`src/rtl/tiny_dnn_pkg.sv`:
```
// Shared types for the MNIST accelerator layer sequencer: descriptor layout,
// sequencer states and descriptor word indices.
package tiny_dnn_pkg;

  localparam int W_GEOM_I = 0;
  localparam int W_GEOM_O = 1;
  localparam int W_KERN   = 2;
  localparam int W_CNT    = 3;

  typedef enum logic [2:0] {
    S_IDLE,
    S_LOAD,
    S_BIAS,
    S_GAP,
    S_WGT,
    S_RUN
  } seq_state_t;

  typedef struct packed {
    logic        backprop;
    logic [3:0]  id;
    logic [9:0]  is;
    logic [4:0]  ih;
    logic [4:0]  iw;
    logic [3:0]  od;
    logic [9:0]  os;
    logic [4:0]  oh;
    logic [4:0]  ow;
    logic [7:0]  fs;
    logic [4:0]  ks;
    logic [2:0]  kh;
    logic [2:0]  kw;
    logic [13:0] nw;
    logic [11:0] nsamp;
  } layer_desc_t;

  // Unused MSBs of each word are dropped here.
  function automatic layer_desc_t unpack_desc(input logic [3:0][31:0] w);
    layer_desc_t d;
    d.backprop = w[W_GEOM_I][0];
    d.id       = w[W_GEOM_I][4:1];
    d.is       = w[W_GEOM_I][14:5];
    d.ih       = w[W_GEOM_I][19:15];
    d.iw       = w[W_GEOM_I][24:20];
    d.od       = w[W_GEOM_O][3:0];
    d.os       = w[W_GEOM_O][13:4];
    d.oh       = w[W_GEOM_O][18:14];
    d.ow       = w[W_GEOM_O][23:19];
    d.fs       = w[W_KERN][7:0];
    d.ks       = w[W_KERN][12:8];
    d.kh       = w[W_KERN][15:13];
    d.kw       = w[W_KERN][18:16];
    d.nw       = w[W_CNT][13:0];
    d.nsamp    = w[W_CNT][25:14];
    return d;
  endfunction

endpackage

```
`src/rtl/desc_table.sv`:
```
// Per-layer descriptor register file: four 32-bit words per layer, synchronous
// write, combinational read of a whole layer.
module desc_table #(
  parameter  int NL = 8,
  localparam int LW = $clog2(NL)
) (
  input  logic             clk,
  input  logic             rst,
  input  logic             we,
  input  logic [LW+1:0]    waddr,
  input  logic [31:0]      wdata,
  input  logic [LW-1:0]    rlayer,
  output logic [3:0][31:0] rdata
);

  logic [3:0][31:0] r_mem [NL];

  // NOTE: the table is cleared by reset because an unprogrammed layer must read
  // as all-zero geometry and counts; a plain RAM would come up undefined.
  always_ff @(posedge clk or posedge rst) begin
    if (rst) begin
      for (int i = 0; i < NL; i++) r_mem[i] <= '0;
    end else if (we) begin
      r_mem[waddr[LW+1:2]][waddr[1:0]] <= wdata;
    end
  end

  assign rdata = r_mem[rlayer];

endmodule

```
`src/rtl/layer_seq.sv`:
```
// Layer sequencer: walks layers 0..nlayers through bias-load, weight-load and
// run phases, inserting one all-modes-low cycle between phases.
module layer_seq
  import tiny_dnn_pkg::*;
#(
  parameter  int NL = 8,
  localparam int LW = $clog2(NL)
) (
  input  logic          clk,
  input  logic          rst,
  input  logic          cfg_we,
  input  logic [LW+1:0] cfg_addr,
  input  logic [31:0]   cfg_wdata,
  input  logic          start,
  input  logic [LW-1:0] nlayers,
  input  logic          src_valid,
  input  logic          src_ready,
  input  logic          smp_done,
  output logic          bwrite,
  output logic          wwrite,
  output logic          run,
  output logic          backprop,
  output logic [3:0]    id,
  output logic [9:0]    is,
  output logic [4:0]    ih,
  output logic [4:0]    iw,
  output logic [3:0]    od,
  output logic [9:0]    os,
  output logic [4:0]    oh,
  output logic [4:0]    ow,
  output logic [7:0]    fs,
  output logic [4:0]    ks,
  output logic [2:0]    kh,
  output logic [2:0]    kw,
  output logic          busy,
  output logic          done,
  output logic [LW-1:0] cur_layer
);

  seq_state_t       r_state, w_next_state;
  seq_state_t       r_gap_target, w_next_target;
  logic [LW-1:0]    r_cur_layer, w_next_layer, r_nlayers;
  logic [13:0]      r_beat;
  logic [11:0]      r_samp;
  layer_desc_t      r_desc, w_rd_desc;
  logic [3:0][31:0] w_rd_words;
  logic             w_beat, w_bias_last, w_wgt_last, w_run_last, w_done;
  logic             r_bwrite, r_wwrite, r_run, r_busy, r_done;

  desc_table #(.NL(NL)) u_table (
    .clk    (clk),
    .rst    (rst),
    .we     (cfg_we & ~r_busy),
    .waddr  (cfg_addr),
    .wdata  (cfg_wdata),
    .rlayer (r_cur_layer),
    .rdata  (w_rd_words)
  );

  assign w_rd_desc   = unpack_desc(w_rd_words);
  assign w_beat      = src_valid & src_ready;
  // Counters hold the number of events already seen, so "== limit" marks the final one.
  assign w_bias_last = (r_beat == {10'd0, r_desc.od});
  assign w_wgt_last  = (r_beat == r_desc.nw);
  assign w_run_last  = (r_samp == r_desc.nsamp);

  always_comb begin
    // NOTE: every signal driven here gets a default first, so no path can
    // leave one unassigned and infer a latch.
    w_next_state  = r_state;
    w_next_target = r_gap_target;
    w_next_layer  = r_cur_layer;
    w_done        = 1'b0;
    unique case (r_state)
      S_IDLE: if (start) begin
        w_next_state = S_LOAD;
        w_next_layer = '0;
      end
      S_LOAD: if (w_rd_desc.backprop) begin
        w_next_state  = S_GAP;
        w_next_target = S_WGT;
      end else begin
        w_next_state = S_BIAS;
      end
      S_BIAS: if (w_beat && w_bias_last) begin
        w_next_state  = S_GAP;
        w_next_target = S_WGT;
      end
      S_GAP: w_next_state = r_gap_target;
      S_WGT: if (w_beat && w_wgt_last) begin
        w_next_state  = S_GAP;
        w_next_target = S_RUN;
      end
      S_RUN: if (smp_done && w_run_last) begin
        if (r_cur_layer == r_nlayers) begin
          w_next_state = S_IDLE;
          w_done       = 1'b1;
        end else begin
          w_next_state = S_LOAD;
          w_next_layer = r_cur_layer + 1'b1;
        end
      end
      default: w_next_state = S_IDLE;
    endcase
  end

  // NOTE: all state below uses non-blocking assignments so every register
  // samples pre-edge values regardless of statement order.
  always_ff @(posedge clk or posedge rst) begin
    if (rst) begin
      r_state      <= S_IDLE;
      r_gap_target <= S_IDLE;
      r_cur_layer  <= '0;
      r_nlayers    <= '0;
      r_desc       <= '0;
      r_bwrite     <= 1'b0;
      r_wwrite     <= 1'b0;
      r_run        <= 1'b0;
      r_busy       <= 1'b0;
      r_done       <= 1'b0;
    end else begin
      r_state      <= w_next_state;
      r_gap_target <= w_next_target;
      r_cur_layer  <= w_next_layer;
      if (r_state == S_IDLE && start) r_nlayers <= nlayers;
      if (r_state == S_LOAD) r_desc <= w_rd_desc;
      r_bwrite     <= (w_next_state == S_BIAS);
      r_wwrite     <= (w_next_state == S_WGT);
      r_run        <= (w_next_state == S_RUN);
      r_busy       <= (w_next_state != S_IDLE);
      r_done       <= w_done;
    end
  end

  // Event counters restart on every phase change; events outside their phase are ignored.
  always_ff @(posedge clk or posedge rst) begin
    if (rst) begin
      r_beat <= '0;
      r_samp <= '0;
    end else if (w_next_state != r_state) begin
      r_beat <= '0;
      r_samp <= '0;
    end else begin
      if (w_beat && (r_state == S_BIAS || r_state == S_WGT)) r_beat <= r_beat + 1'b1;
      if (smp_done && r_state == S_RUN) r_samp <= r_samp + 1'b1;
    end
  end

  assign bwrite    = r_bwrite;
  assign wwrite    = r_wwrite;
  assign run       = r_run;
  assign busy      = r_busy;
  assign done      = r_done;
  assign cur_layer = r_cur_layer;
  assign backprop  = r_desc.backprop;
  assign id        = r_desc.id;
  assign is        = r_desc.is;
  assign ih        = r_desc.ih;
  assign iw        = r_desc.iw;
  assign od        = r_desc.od;
  assign os        = r_desc.os;
  assign oh        = r_desc.oh;
  assign ow        = r_desc.ow;
  assign fs        = r_desc.fs;
  assign ks        = r_desc.ks;
  assign kh        = r_desc.kh;
  assign kw        = r_desc.kw;

endmodule

```
`config.mk`:
```
export PLATFORM = sky130hd
export DESIGN_NAME = layer_seq
export DESIGN_NICKNAME = d
export VERILOG_FILES = /design/src/rtl/tiny_dnn_pkg.sv /design/src/rtl/desc_table.sv /design/src/rtl/layer_seq.sv
export SDC_FILE = /design/constraint.sdc
export NUM_CORES = 2
export LEC_CHECK = 0
export ABC_AREA = 1
export CAP_MARGIN = 20
export CORE_MARGIN = 1
export CORE_UTILIZATION = 35
export DETAILED_ROUTE_END_ITERATION = 7
export PLACE_DENSITY = 0.46
export SLEW_MARGIN = 10
export SYNTH_ARGS = -nofsm -noshare
export SYNTH_HDL_FRONTEND = slang
export SYNTH_HIERARCHICAL = 1
export SYNTH_SLANG_ARGS = --single-unit
export TNS_END_PERCENT = 5
```
`constraint.sdc`:
```
create_clock -name clk -period 67.1 [get_ports clk]
set_input_delay 6.71 -clock clk [delete_from_list [all_inputs] [get_ports clk]]
set_output_delay 6.71 -clock clk [all_outputs]
set_load 0.01 [all_outputs]
```
==> implementation parameters <==
Parameter                              Value

Outcome
  Result of the run    finished, violations left
  Violations in the final reports    design-rule violations

Setup path
  Worst Setup Path Type    in2async
  Most common cell type on the critical path    buf_12
  Slowest stage cell, crit path    buf_12
  Critical path launch point type    input pin
  Delay of the slowest cell on the worst path    ~0.64 ns
  Dominant delay contributor by cell family on the critical path    buffers and inverters
  Critical path data arrival time    roughly 10 ns
  CP Cell Sequence    clkdlybuf4s50_1, inv_8, buf_12, buf_12, buf_4, buf_16
  Buffer and inverter count on the worst path    6
  Data required time of the critical path    roughly 70 ns
  Endpoint class of the critical path    asynchronous set/reset pin
  Maximum fanout along the worst path    155

STA
  Pins over their slew limit    0
  Post-route clock period utilization    around 14%
  Final setup viols    0
  Final worst-path setup slack    approximately 58 ns
  Fin crit period    between 9 and 10 ns
  Actual transition at the worst max-transition pin    ~1.1 ns
  Unrepaired setup endpoints after global routing    no
  Worst clock skew    0.0292 ns
  Final worst hold slack    between 0.4 and 0.5 ns
  Peak Freq    about 100 MHz
  Max-slew headroom    29.3%
  Total Negative Setup Slacks    0 ns
  Final Hold Fails    0

Floorplan
  # rows    129
  Die Footprint    127000 um^2
  Chip width    roughly 360 um
  I/O pin count    between 100 and 150
  Die Y    between 300 and 400 um
  Placeable core area    approximately 120000 um^2
  Initial Util    roughly 35%

Drt
  ANT nets after route    0
  Total Routed Length    133000 um
  Detailed-route DRC error count    14
  First drt pass iteration count    8
  Post-DR wirelength/cell    between 15 and 20 um
  Total vias in the final route    between 30000 and 40000
  Detailed-route vias per instance    around 4.7
  DRC violation total after the first TritonRoute iteration    ~2700

Clock network
  Clock buffer count from CTS    between 100 and 150
  Number of gates given a new drive strength after cts    0
  Setup bufs post-CTS    0
  Total number of clock tree sinks    around 900
  Number of H-tree branching levels    3
  Latest clock arrival within the worst-skew pair    approximately 0.70 ns
  Clock slew at reported path FFs    ~0.060 ns
  Maximum number of buffers from clock root to sink    3
  Clock Tree Root    clkbuf_16
  CTS tree    done
  Number of hold-repair buffers added at the cts stage    0

Job
  Maxcap violations    0

Synth
  Cell area after synthesis    between 40000 and 50000 um^2
  Net Count, Synth    5898
  Number of warnings reported in the yosys synthesis log    6
  Gate count after technology mapping    just under 6000
  Average instance area after synthesis    7.49 um^2

Power
  Leakage Power    23.5 nW
  VDD IR-drop max    28.3 uV
  Cell area power density    ~43 nW/um^2

Layout
  Final net count    roughly 5700
  Growth of design area from synthesis to finish    12.1%
  Fraction of final layout cells sized beyond drive strength 1    between 7 and 8%
  Post-route core utilization    between 30 and 40%
  Fillers    between 10000 and 15000

Global route
  Pin count of the biggest net entering global routing    ~160
  Remaining Overflow, GRT    0
  Global-route usage over all layers    roughly a fifth
  Number of antenna violations at the first check in global routing    7
  Via count of the first global-routing pass    approximately 33000
  First-pass GRT wire length    ~210000 um

Place
  Port Buffer Count    116
  Pre-CTS setup slack    around 56 ns
  Post-detailed-placement half-perimeter wirelength    approximately 75000 um
  Weighted congestion at the end of routability-driven global placement    approximately 0.80

Worst hold path
  Worst hold path class    reg2reg
## routing by layer
layer | track usage (%) | wire, um
met1 | 30.9 | 64500
met5 | 0 | 13
met2 | 33.9 | 60000
met3 | 2.62 | 6010
met4 | 4.75 | 2330
## layout make-up
cell class	count	area [um^2]	area share, %
Inverter	857	3250	6.61
Clock inverter	34	399	0.813
Antenna cell	1	2.50	0.00510
Sequential cell	888	22200	45.3
Tap cell	1637	2050	4.17
Clock buffer	164	3220	6.57
Timing Repair Buffer	201	1860	3.80
Multi-Input combinational cell	3563	16100	32.8
## state kept, by name, indices dropped and copies added (netlist names), 2 cells and up
signal and cells:
ih 5, fs 8, kw 3, iw 5
r_state 3, r_samp 12, id 4, r_nlayers 3
ow 5, r_desc 26, r_gap_target 2, os 10
od 4, is 10, oh 5, kh 3
cur_layer 3, r_beat 14, u_table/r_mem 752, ks 5
## where the power goes
part	internal (mW)	switching, mW	total [mW]
clock	0.357	0.239	0.595
combinational	0.236	0.482	0.718
sequential	0.721	0.0659	0.787
total	1.31	0.786	2.10
## per-stage QoR
stage               instances  total power, mW  instance area (um^2)
floorplan                5848             1.31                 43800
global placement         7144             1.51                 45400
detailed placement       7144             1.52                 45400
CTS                      7342             2.13                 49100
global route             7344             2.26                 49100
finish                   7345             2.10                 49100
## path summary, 6_finish.rpt
kind                                  from                  to  slack (ns)  cells past startpoint
setup / recovery                       rst  u_table/r_mem[330]       57.56                      6
hold / removal             r_gap_target[2]     r_gap_target[2]        0.48                      2
setup reg to reg              cur_layer[0]          r_samp[11]       62.69                     17
hold reg to reg            r_gap_target[2]     r_gap_target[2]        0.48                      2
max in group clk                    cfg_we  u_table/r_mem[150]       58.07                      8
min in group asynchronous              rst  u_table/r_mem[388]        6.70                      2
## tightest hold or removal path, stage by stage (launching register included)
cell and delay (ns):
dfrtp_1 0.35, inv_1 0.04, nand2_1 0.05
## placed cells by master (no fill, tap or decap), drive strengths merged, types with 2 or more instances in the layout
| cell type | count |
|---|---|
| clkinvlp | 2 |
| nand3 | 412 |
| clkdlybuf4s50 | 115 |
| a21oi | 25 |
| o21ai | 769 |
| nand2 | 2112 |
| dfrtp | 888 |
| buf | 86 |
| mux2 | 72 |
| ha | 3 |
| xnor2 | 11 |
| clkinv | 23 |
| inv | 859 |
| nor4 | 2 |
| nor2 | 120 |
| bufinv | 7 |
| clkbuf | 164 |
| nor3 | 8 |
| nand4 | 8 |
| xor2 | 16 |
No activity file was read; power rests on OpenSTA's default activity.
